## config.mk

```make
export PLATFORM = sky130hd
export DESIGN_NAME = fft_uart_sched
export DESIGN_NICKNAME = d
export VERILOG_FILES = /design/src/rtl/fft_uart_sched_pkg.sv /design/src/rtl/fft_bitrev_addr.sv /design/src/rtl/fft_uart_sched.sv
export SDC_FILE = /design/constraint.sdc
export NUM_CORES = 1
export LEC_CHECK = 0
export ABC_AREA = 1
export BUFFER_PORTS_ARGS = -buffer_cell sky130_fd_sc_hd__buf_2
export CAP_MARGIN = 5
export CORE_AREA = 2 2 84 86
export CTS_CLUSTER_DIAMETER = 120
export DETAILED_ROUTE_END_ITERATION = 8
export DIE_AREA = 0 0 86 88
export GPL_ROUTABILITY_DRIVEN = 0
export GPL_TIMING_DRIVEN = 0
export PLACE_DENSITY = 0.8
export SLEW_MARGIN = 20
export SYNTH_ARGS = -nofsm -noshare
export SYNTH_HDL_FRONTEND = slang
export SYNTH_SLANG_ARGS = --single-unit
```

## constraint.sdc

```tcl
create_clock -name clk -period 7.2 [get_ports clk]
set_input_delay 0.36 -clock clk [delete_from_list [all_inputs] [get_ports clk]]
set_output_delay 0.36 -clock clk [all_outputs]
set_load 0.02 [all_outputs]
```

## src/rtl/fft_uart_sched_pkg.sv

```systemverilog
// fft_uart_sched_pkg: shared types and constants for the UART<->FFT frame scheduler.
// Latency: n/a (declarations only).
// Backpressure: n/a.
// Contents: scheduler state enumeration, byte-lane positions of re/im in the
// 16-bit sample words, and calc_aw() which derives the address width from N.
package fft_uart_sched_pkg;

  typedef enum logic [2:0] {
    S_LOAD    = 3'd0,
    S_START   = 3'd1,
    S_RUN     = 3'd2,
    S_FETCH   = 3'd3,
    S_SEND_RE = 3'd4,
    S_SEND_IM = 3'd5
  } state_t;

  // Sample word layout: {re[7:0], im[7:0]}
  localparam int RE_HI = 15;
  localparam int RE_LO = 8;
  localparam int IM_HI = 7;
  localparam int IM_LO = 0;

  // Smallest aw with 2**aw >= n (n is a power of two, so this is log2(n)).
  function automatic int calc_aw(input int n);
    int aw;
    aw = 0;
    for (int i = 0; i < 31; i++) begin
      if ((1 << i) < n) aw = i + 1;
    end
    return aw;
  endfunction

endpackage

```

## src/rtl/fft_bitrev_addr.sv

```systemverilog
// fft_bitrev_addr: reverses the bit order of an AW-bit sample index.
// Latency: combinational, zero cycles.
// Backpressure: none (pure function of i_addr).
// Ports: i_addr  natural sample index
//        o_addr  bit-reversed index for a decimation-in-time input buffer
// Only compiled when FFT_BITREV_EN is defined; the default build has no use for it.
`ifdef FFT_BITREV_EN
module fft_bitrev_addr #(
  parameter int AW = 8
) (
  input  logic [AW-1:0] i_addr,
  output logic [AW-1:0] o_addr
);

  for (genvar g = 0; g < AW; g++) begin : g_rev
    assign o_addr[g] = i_addr[AW-1-g];
  end

endmodule
`endif

```

## src/rtl/fft_uart_sched.sv

```systemverilog
// fft_uart_sched: sequences UART RX bytes -> FFT input buffer -> FFT -> result buffer -> UART TX.
// Latency: last im byte -> buf_we +1 clk, fft_start +2 clk; fft_done -> first tx byte +3 clk.
// Backpressure: tx_valid held with stable tx_data until tx_ready; RX has none, bytes outside LOAD are dropped (overrun).
// Ports: clk/rst_n (sync, active-low); rx_valid/rx_data byte strobe in;
//        buf_we/buf_waddr/buf_wdata input-buffer write; fft_start/fft_done core handshake;
//        res_raddr/res_rdata result-buffer read (1-clk read latency);
//        tx_valid/tx_data/tx_ready byte stream out; busy (not LOAD); overrun (sticky).
// Build option: FFT_BITREV_EN -> buf_waddr is the bit-reversed sample index.
module fft_uart_sched
  import fft_uart_sched_pkg::*;
#(
  parameter  int N       = 256,
  parameter  int TIMEOUT = 5000,
  localparam int AW      = calc_aw(N)
) (
  input  logic          clk,
  input  logic          rst_n,
  input  logic          rx_valid,
  input  logic [7:0]    rx_data,
  output logic          buf_we,
  output logic [AW-1:0] buf_waddr,
  output logic [15:0]   buf_wdata,
  output logic          fft_start,
  input  logic          fft_done,
  output logic [AW-1:0] res_raddr,
  input  logic [15:0]   res_rdata,
  output logic          tx_valid,
  output logic [7:0]    tx_data,
  input  logic          tx_ready,
  output logic          busy,
  output logic          overrun
);

  localparam int            TW        = $clog2(TIMEOUT + 1);
  localparam logic [AW:0]   BC_LAST   = (AW+1)'(2*N - 1);
  localparam logic [AW-1:0] K_LAST    = AW'(N - 1);
  localparam logic [TW-1:0] IDLE_LAST = TW'(TIMEOUT - 1);

  state_t        r_state;
  state_t        w_state_nxt;
  logic [AW:0]   r_bcnt;
  logic [TW-1:0] r_idle;
  logic [7:0]    r_re_in;
  logic          r_frame_done;
  logic [AW-1:0] r_k;
  logic          r_fph;
  logic [7:0]    r_tx_re;
  logic [7:0]    r_tx_im;
  logic          r_we;
  logic [AW-1:0] r_waddr;
  logic [15:0]   r_wdata;
  logic          r_overrun;

  logic          w_expire;
  logic [AW:0]   w_bcnt_eff;
  logic [AW-1:0] w_idx;
  logic [AW-1:0] w_waddr;

  // The idle counter reaches TIMEOUT on this clock unless a byte arrives.
  // A byte arriving on that same clock starts a fresh frame as byte 0.
  assign w_expire   = (r_bcnt != '0) && (r_idle == IDLE_LAST);
  assign w_bcnt_eff = w_expire ? '0 : r_bcnt;
  assign w_idx      = w_bcnt_eff[AW:1];

`ifdef FFT_BITREV_EN
  fft_bitrev_addr #(.AW(AW)) u_bitrev (
    .i_addr (w_idx),
    .o_addr (w_waddr)
  );
`else
  assign w_waddr = w_idx;
`endif

  // State register
  always_ff @(posedge clk) begin
    if (!rst_n) r_state <= S_LOAD;
    else        r_state <= w_state_nxt;
  end

  // Next state and state-decoded outputs
  always_comb begin
    w_state_nxt = r_state;
    fft_start   = 1'b0;
    tx_valid    = 1'b0;
    tx_data     = 8'h00;
    busy        = 1'b1;
    case (r_state)
      S_LOAD: begin
        busy = 1'b0;
        // Wait one clock after the last write so fft_start follows buf_we.
        if (r_frame_done) w_state_nxt = S_START;
      end
      S_START: begin
        fft_start   = 1'b1;
        w_state_nxt = S_RUN;
      end
      S_RUN: begin
        if (fft_done) w_state_nxt = S_FETCH;
      end
      S_FETCH: begin
        // Phase 0 presents the address, phase 1 captures the read data.
        if (r_fph) w_state_nxt = S_SEND_RE;
      end
      S_SEND_RE: begin
        tx_valid = 1'b1;
        tx_data  = r_tx_re;
        if (tx_ready) w_state_nxt = S_SEND_IM;
      end
      S_SEND_IM: begin
        tx_valid = 1'b1;
        tx_data  = r_tx_im;
        if (tx_ready) w_state_nxt = (r_k == K_LAST) ? S_LOAD : S_FETCH;
      end
      default: w_state_nxt = S_LOAD;
    endcase
  end

  // Datapath: byte assembly, timeout, result fetch, overrun
  always_ff @(posedge clk) begin
    if (!rst_n) begin
      r_bcnt       <= '0;
      r_idle       <= '0;
      r_re_in      <= '0;
      r_frame_done <= 1'b0;
      r_k          <= '0;
      r_fph        <= 1'b0;
      r_tx_re      <= '0;
      r_tx_im      <= '0;
      r_we         <= 1'b0;
      r_waddr      <= '0;
      r_wdata      <= '0;
      r_overrun    <= 1'b0;
    end else begin
      r_we <= 1'b0;
      if (rx_valid && (r_state != S_LOAD)) r_overrun <= 1'b1;

      case (r_state)
        S_LOAD: begin
          r_frame_done <= 1'b0;
          if (rx_valid) begin
            r_idle <= '0;
            if (!w_bcnt_eff[0]) begin
              r_re_in <= rx_data;
              r_bcnt  <= w_bcnt_eff + 1'b1;
            end else begin
              r_we    <= 1'b1;
              r_waddr <= w_waddr;
              r_wdata <= {r_re_in, rx_data};
              if (w_bcnt_eff == BC_LAST) begin
                r_bcnt       <= '0;
                r_frame_done <= 1'b1;
              end else begin
                r_bcnt <= w_bcnt_eff + 1'b1;
              end
            end
          end else if (r_bcnt != '0) begin
            // Partial frame: drop it once the link has been quiet too long.
            if (w_expire) begin
              r_bcnt <= '0;
              r_idle <= '0;
            end else begin
              r_idle <= r_idle + 1'b1;
            end
          end
        end
        S_FETCH: begin
          if (r_fph) begin
            r_tx_re <= res_rdata[RE_HI:RE_LO];
            r_tx_im <= res_rdata[IM_HI:IM_LO];
            r_fph   <= 1'b0;
          end else begin
            r_fph <= 1'b1;
          end
        end
        S_SEND_IM: begin
          if (tx_ready) begin
            if (r_k == K_LAST) begin
              r_k    <= '0;
              r_bcnt <= '0;
              r_idle <= '0;
            end else begin
              r_k <= r_k + 1'b1;
            end
          end
        end
        default: ;
      endcase
    end
  end

  assign buf_we    = r_we;
  assign buf_waddr = r_waddr;
  assign buf_wdata = r_wdata;
  assign res_raddr = r_k;
  assign overrun   = r_overrun;

endmodule
```

==> metrics.yaml, run 1 <==
die_w_um: 86
final_common_cell: "nand2_1"
clock_latency_ns: 0.36
synthMuxAreaShare_pct: 0
num_rows: 30
seq_power_share_pct: 43.2
synth_compound_area_share_pct: 17.9
core_area_sq_um: 6640
firstDrtPassIters: 4
crit_path_end_kind: "flop"
grt_pass1_vias: 3418
ctsHoldBuffers: 0
synthArstFlopShare_pct: 0
p_sw_uw: 425
slowest_delay_ns: 0.39
synthAdderAreaFrac_pct: 1.95
grt_pass1_wl_um: 15400
drv_cap: 0
min_period_ns: 3.01
syn-num-nets: 560
synthFlopType: "dfxtp_1"
clock_skew_ns: 0.0144
h-tree-depth: 3
cts_buffers: 9
worstPathArrival_ns: 3.31
port_buffers: 73
start_util_pct: 57.9
multiInputGateArea_sq_um: 1820
hold_violations: 0
ctsRootBufferMaster: "clkbuf_8"
synth_xor_area_share_pct: 1.36
fin_tns_setup_ns: 0
dp_hpwl_um: 6670
min_path_type: "in -> reg"
p_per_area_nw_per_um2: 275
synthSimpleGateAreaFrac_pct: 26.2
drt-total-wl_um: 9380
crit_family: "simple AND/OR/NAND/NOR gates"
path_class: "reg -> reg"
cts_buffer_depth: 2
area_growth_pct: 18.0
die_y_um: 88
min_from: "rx_data[3]"
netSwitchingFraction_pct: 34.1
slowest_stage: "dfxtp_1"
netlist_area_sq_um: 3850
die-area_sq_um: 7570
grt.overflow.total: 0
max_freq_mhz: 332
drt-initial-drc-count: 247
maxSlewViolCount: 0
r2r_setup_slack_ns: 4.19
status: "finished, final reports clean"
reg2reg_from: "r_idle[0]$_SDFFE_PN0P_"
slew_headroom_pct: 60.8
antenna_found_initial: 0
synth_top_family_by_area: "simple AND/OR/NAND/NOR gates"
cts_sinks: 85
grt_usage_pct: 25.5
path_clk_slew_ns: 0.10
post_cts_buffers: 0
yosysUniqueCellTypes: 40
io_pins: 74
worstSetupStartpoint: "r_idle[0]$_SDFFE_PN0P_"
fillCellCount: 586
path_buf_inv: 1
required_ns: 7.49
min_period_over_period_pct: 41.9
p_int_uw: 823
yosysSeqAreaShare_pct: 44.2
wl_per_cell_um: 13.5
crit_fanout: 8
drc: 0
viasPerCell: 5.45
crit_top_cell: "nand2_1"
seq_area_sq_um: 1700
crit_chain: "ha_1 -> nand2_1 -> nor2_1 -> nand2_1 -> nor2_1 -> nand2_2 -> nand2_1 -> inv_1 -> ha_1 -> nand2_1 -> nor2_1 -> nand2_1 -> nor3_1 -> ha_1 -> nand3_1 -> a21oi_1 -> nor2_1 -> o211ai_1 -> a21oi_1"
clock_power_share_pct: 31.0
worst-slew-pin-transition_ns: 0.588
cts_resized: 0
rsz0062_at_grt: "no"
dpl_worst_slack_ns: 4.31
grt_start_max_net_pins: 17
vias: 3785
cts_tree: "yes"
ys_ff_latch: 85
fin_ws_ns: 4.19
final_antenna_net_count: 0
syn-instance-count: 525
layout_common_cells: "nand2_1, dfxtp_1, buf_2, a21oi_1, inv_1"
setup_viol: 0
critPathLaunchType: "flop"
syn_area_per_cell_sq_um: 7.33
synth-edff-count: 0
yosysWarnings: 0
drive_gt1_share_pct: 19.2
p_leak_nw: 1.90
p_comb_share_pct: 25.8
nNetsFinal: 644
ir_drop_v: 0.000159
diodes: 0
[power by group through the flow]
stage / clock network (mW) / registers [mW] / logic, mW
detailed placement: 0 / 0.549 / 0.319
global route: 0.408 / 0.543 / 0.357
finish: 0.387 / 0.539 / 0.322
floorplan: 0 / 0.566 / 0.211
CTS: 0.393 / 0.538 / 0.322
global placement: 0 / 0.547 / 0.314
[cells in the mapped netlist (2+ instances only)]
cell type / n / area share, %
nor3_1: 16 / 2.1
inv_1: 54 / 5.3
nand3b_1: 2 / 0.39
nand3_1: 26 / 3.4
nand2_2: 5 / 0.81
nand2_1: 104 / 10
o211ai_1: 3 / 0.58
nor2_2: 2 / 0.32
ha_1: 6 / 1.9
a21oi_2: 2 / 0.46
dfxtp_1: 85 / 44
o22ai_1: 9 / 1.5
buf_6: 2 / 0.58
clkbuf_1: 14 / 1.4
nor2_4: 2 / 0.58
xor2_1: 5 / 1.1
or2_2: 2 / 0.32
buf_2: 4 / 0.52
nand4_1: 3 / 0.49
a21oi_1: 75 / 9.7
inv_2: 2 / 0.20
nor2_1: 50 / 4.9
nor4_1: 2 / 0.32
o21ai_0: 34 / 4.4
[flip-flops by register name (all words and copies together) (netlist names)]
| register | cells |
|---|---|
| r_fph | 1 |
| res_raddr | 8 |
| r_idle | 13 |
| buf_wdata | 16 |
| r_frame_done | 1 |
| buf_we | 1 |
| r_tx_re | 8 |
| r_re_in | 8 |
| r_tx_im | 8 |
| r_bcnt | 9 |
| overrun | 1 |
| r_state | 3 |
| buf_waddr | 8 |
[stage by stage]
stage	utilization, %	cells	cell area (sq um)	hold WS (ns)	total power [mW]
floorplan	-	525	3850	0.430	0.777
global placement	65.0	678	4320	0.440	0.860
detailed placement	65.0	678	4320	0.447	0.867
CTS	68.4	694	4540	0.234	1.25
global route	68.4	694	4540	0.233	1.31
finish	68.4	694	4540	0.246	1.25
[worst paths after layout]
| check | to | depth (start not counted) |
|---|---|---|
| max | r_bcnt[3]$_SDFFE_PN0P_ | 19 |
| min | buf_wdata[3]$_SDFFE_PN0P_ | 3 |
| max reg2reg | r_bcnt[3]$_SDFFE_PN0P_ | 19 |
| min reg2reg | r_tx_im[1]$_SDFFE_PN0P_ | 2 |
[worst register-to-register path, stage by stage, from the launching register on]
cell and delay, ns:
dfxtp_1 0.39, ha_1 0.18, nand2_1 0.11, nor2_1 0.15, nand2_1 0.07, nor2_1 0.20, nand2_2 0.20, nand2_1 0.15
inv_1 0.05, ha_1 0.20, nand2_1 0.07, nor2_1 0.06, nand2_1 0.07, nor3_1 0.05, ha_1 0.18, nand3_1 0.08
a21oi_1 0.06, nor2_1 0.37, o211ai_1 0.16, a21oi_1 0.15
[per-layer routing]
| layer | up-vias | wire length [um] | global-route usage, % |
|---|---|---|---|
| met4 | 0 | 126 | 9.52 |
| met2 | 118 | 4520 | 42.3 |
| li1 | 1892 | - | - |
| met3 | 11 | 614 | 5.00 |
| met1 | 1764 | 4120 | 33.2 |
| met5 | - | 0 | 0 |
[layout make-up]
type | count | share of cell area (%)
clock inverter | 7 | 2.29
tap | 80 | 2.20
sequential | 85 | 37.5
timing repair buffer | 73 | 8.04
clock buffer | 9 | 2.73
buffer | 21 | 2.42
multi-input combinational | 362 | 40.2
inverter | 57 | 4.71
[cells by family after synthesis]
| logic type | count (synthesis) |
|---|---|
| adders and majority gates | 6 |
| buffers and inverters | 78 |
| AOI/OAI and AO/OA | 128 |
| DFF | 85 |
| xor gates and xnor gates | 6 |
| and+or+nand+nor | 222 |
(Power assumes the default switching activity.)
==> inputs of run 2 (changes only) <==
- ABC_AREA: 1 -> 0
- CORE_AREA: 2 2 84 86 -> 2 2 89 91
- DIE_AREA: 0 0 86 88 -> 0 0 91 93
- PLACE_DENSITY: 0.8 -> 0.74
- clock period: 7.2 -> 2.9 ns (I/O delays scaled with it)
==> run 2 against run 1 <==
Clock skew down 0.0052 ns; power rose to 2.7 times the previous value; sequential share of layout area fell by 2.0 points; utilization shrank 4.4 points; combinational power rose to 3.2 times the previous value; count of clock-buffer cells in the layout unchanged; die area rose by 12%; routed wire length is 0.75% lower; critical path type unchanged; area after synthesis is 4.1% higher; via count fell by 4.9%; hold slack got worse by 0.23 ns.
==> metrics.yaml, run 2 <==
layout_common_cells: "nand2_1, dfxtp_1, buf_2, a21boi_0, nor2_1"
die_y_um: 93  # +5.7%
final_antenna_net_count: 0  # unchanged
gr-usage-met2_pct: 36.7  # -5.6 points
drt-initial-drc-count: 134  # -46%
drv_cap: 0  # unchanged
grt_pass1_vias: 3405  # -0.38%
dp_hpwl_um: 6410  # -3.9%
cts_buffers: 9  # unchanged
clock_latency_ns: 0.37  # about the same
port_buffers: 73  # unchanged
setup_viol: 0  # unchanged
synth_common_cells: "nand2_1, dfxtp_1, a21boi_0"
h-tree-depth: 3  # unchanged
grt_pass1_wl_um: 15600  # +1.3%
r2r_setup_slack_ns: 0.16  # -4.02 ns
largest_register_ffs: 16  # unchanged
hold_violations: 0  # unchanged
cts_buffer_depth: 2  # unchanged
num_rows: 32  # +6.7%
start_util_pct: 53.2  # -4.7 points
r2r_cells: 12  # -7
syn-num-nets: 509  # -9.1%
grt.overflow.total: 0  # unchanged
required_ns: 3.21  # -4.28 ns
ys_ff_latch: 85  # unchanged
slowest_stage: "or4b_4"
path_class: "reg -> reg"
final_common_cell: "nand2_1"
drc: 0  # unchanged
die_w_um: 91  # +5.8%
min_period_over_period_pct: 94.3  # +52 points
nNetsFinal: 599  # -7.0%
crit_path_end_kind: "flop"
max_freq_mhz: 366  # +10%
reg2reg_to: "r_bcnt[6]$_SDFFE_PN0P_"
holdPathStages: 3  # unchanged
endpoint: "r_bcnt[6]$_SDFFE_PN0P_"
antenna_found_initial: 0  # unchanged
drive_gt1_share_pct: 21.8  # +2.6 points
worstSetupPathDepth: 12  # -7
clock_skew_ns: 0.00917  # -0.00521 ns
syn_area_per_cell_sq_um: 8.45  # +15%
viasPerCell: 5.37  # -1.6%
yosysWarnings: 0  # unchanged
yosysSeqAreaShare_pct: 42.5  # -1.7 points
ir_drop_v: 0.000318  # +100%
synthTopCellsByArea: "dfxtp_1, nand2_1, a21boi_0"
core_area_sq_um: 7530  # +13%
place_inst: 649  # -4.3%
p_leak_nw: 1.94  # +2.0%
worstPathArrival_ns: 3.04  # -0.27 ns
fin_tns_setup_ns: 0  # unchanged
instances_no_fill: 671  # -3.3%
critPathLaunchType: "flop"
reg2reg_from: "r_idle[3]$_SDFFE_PN0P_"
yosysUniqueCellTypes: 50  # +25%
maxSlewViolCount: 0  # unchanged
yosysMostFrequentCell: "nand2_1"
status: "finished, final reports clean"
cts_tree: "yes"
synth_top_cell_by_area: "dfxtp_1"
die-area_sq_um: 8460  # +12%
use_met3_pct: 4.83  # -0.16 points
synth-edff-count: 0  # unchanged
worst-slew-pin-transition_ns: 0.684  # +0.0964 ns
busiest_layer: "met2"
cts_sinks: 85  # unchanged
syn-instance-count: 474  # -9.7%
yosysTopAreaCellShare_pct: 42.5  # -1.7 points
vias: 3601  # -4.9%
path_clk_slew_ns: 0.09  # about the same
synthArstFlopShare_pct: 0  # unchanged
synthFlopType: "dfxtp_1"
worstSetupStartpoint: "r_idle[3]$_SDFFE_PN0P_"
use_met1_pct: 29.9  # -3.3 points
crit_family: "simple AND/OR/NAND/NOR gates"
ctsRootBufferMaster: "clkbuf_8"
min_period_ns: 2.74  # -0.279 ns
grt_usage_pct: 22.9  # -2.6 points
crit_chain: "or4b_4 -> nor3_4 -> and2b_2 -> ha_2 -> nand4_1 -> nor3_1 -> ha_1 -> and3_4 -> nor3b_4 -> buf_6 -> o2111ai_1 -> nand3_1"
p_total_mw: 3.31  # +170%
io_pins: 74  # unchanged
area_growth_pct: 20.3
slowest_delay_ns: 0.55  # +0.16 ns
netlist_area_sq_um: 4010  # +4.1%
min_path_type: "in -> reg"
path_buf_inv: 1  # unchanged
p_per_area_nw_per_um2: 687  # +150%
grt_start_max_net_pins: 17  # unchanged
crit_fanout: 5  # -3
drt-total-wl_um: 9310  # -0.75%
diodes: 0  # unchanged
wl_per_cell_um: 13.9  # +2.7%
slew_headroom_pct: 54.4  # -6.4 points
firstDrtPassIters: 4  # unchanged
==> run 2: changes by cell type in the layout (fill, tap and decap cells not counted), sizes merged, moves of 6 or more <==
cell,change
o22ai,-8
xor2,+10
and2,+8
nor2,-19
nor2b,+7
inv,-50
a21oi,-71
a21boi,+52
nand4,+12
o21ai,-31
nor3,-9
buf,+7
mux2i,+12
nand3,+6
==> run 2: cell families after synthesis <==
family | share of synthesized area, %
XOR/XNOR | 3.72
AO/OA/AOI/OAI | 15.2
flip-flops | 42.5
buffers and inverters | 4.15
multiplexers | 3.00
AND/OR/NAND/NOR | 29.5
adder cells (fa/ha/maj) | 1.87
==> run 2: final cells by class <==
cell class / count / area [sq um]
fillers: 681 / 2710
multi-input cells: 355 / 2170
flip-flops and latches: 85 / 1710
repair buffers: 79 / 417
plain buffers: 28 / 144
well taps: 102 / 128
clock buffers: 9 / 124
clock inverters: 7 / 105
inverters: 6 / 22.5
==> run 2: timing repair <==
| action | 4_1_cts | 5_1_grt |
|---|---|---|
| pin swaps | 1 | 2 |
| endpoints found under the hold margin | 2 | 0 |
| setup endpoints to repair | 6 | 7 |
| setup buffers | 1 | 2 |
| gates resized for setup | 1 | 10 |
| hold buffers | 2 | 0 |
| cloned | 0 | 1 |
==> run 2: through the flow <==
step                      util, %  setup slack [ns]  hold slack (ns)  cell area [sq um]
after floorplan                 -            0.0787            0.280               4010
after global placement       59.8            -0.192            0.391               4500
after detailed placement     59.8            -0.227            0.398               4500
after CTS                    63.3           0.00384          0.00201               4760
after global routing         64.0           -0.0173           0.0134               4820
final                        64.0             0.165           0.0152               4820
==> run 2: how the worst min path moves through the flow <==
| stage | start | end | slack (ns) |
|---|---|---|---|
| after floorplan | res_rdata[7] | r_tx_im[7]$_SDFFE_PN0P_ | 0.28 |
| after global placement | res_rdata[15] | r_tx_re[7]$_SDFFE_PN0P_ | 0.39 |
| after detailed placement | res_rdata[15] | r_tx_re[7]$_SDFFE_PN0P_ | 0.40 |
| after CTS | res_rdata[9] | r_tx_re[1]$_SDFFE_PN0P_ | 0.002 |
| after global routing | res_rdata[3] | r_tx_im[3]$_SDFFE_PN0P_ | 0.01 |
| final | res_rdata[9] | r_tx_re[1]$_SDFFE_PN0P_ | 0.02 |
==> run 2: worst reg2reg max path, cell delays in order (launching register included) <==
cell       delay [ns]
dfxtp_4          0.37
or4b_4           0.55
nor3_4           0.24
and2b_2          0.25
ha_2             0.19
nand4_1          0.09
nor3_1           0.06
ha_1             0.17
and3_4           0.18
nor3b_4          0.22
buf_6            0.15
o2111ai_1        0.11
nand3_1          0.10
==> run 2: report_power, final <==
group	internal (mW)	switching [mW]
Sequential	1.25	0.0661
Combinational	0.404	0.618
Clock	0.499	0.473
==> run 2: routing by layer <==
layer	up-vias	wire [um]
li1	1806	-
met1	1661	4190
met2	116	4390
met3	18	550
met4	0	172
met5	-	0
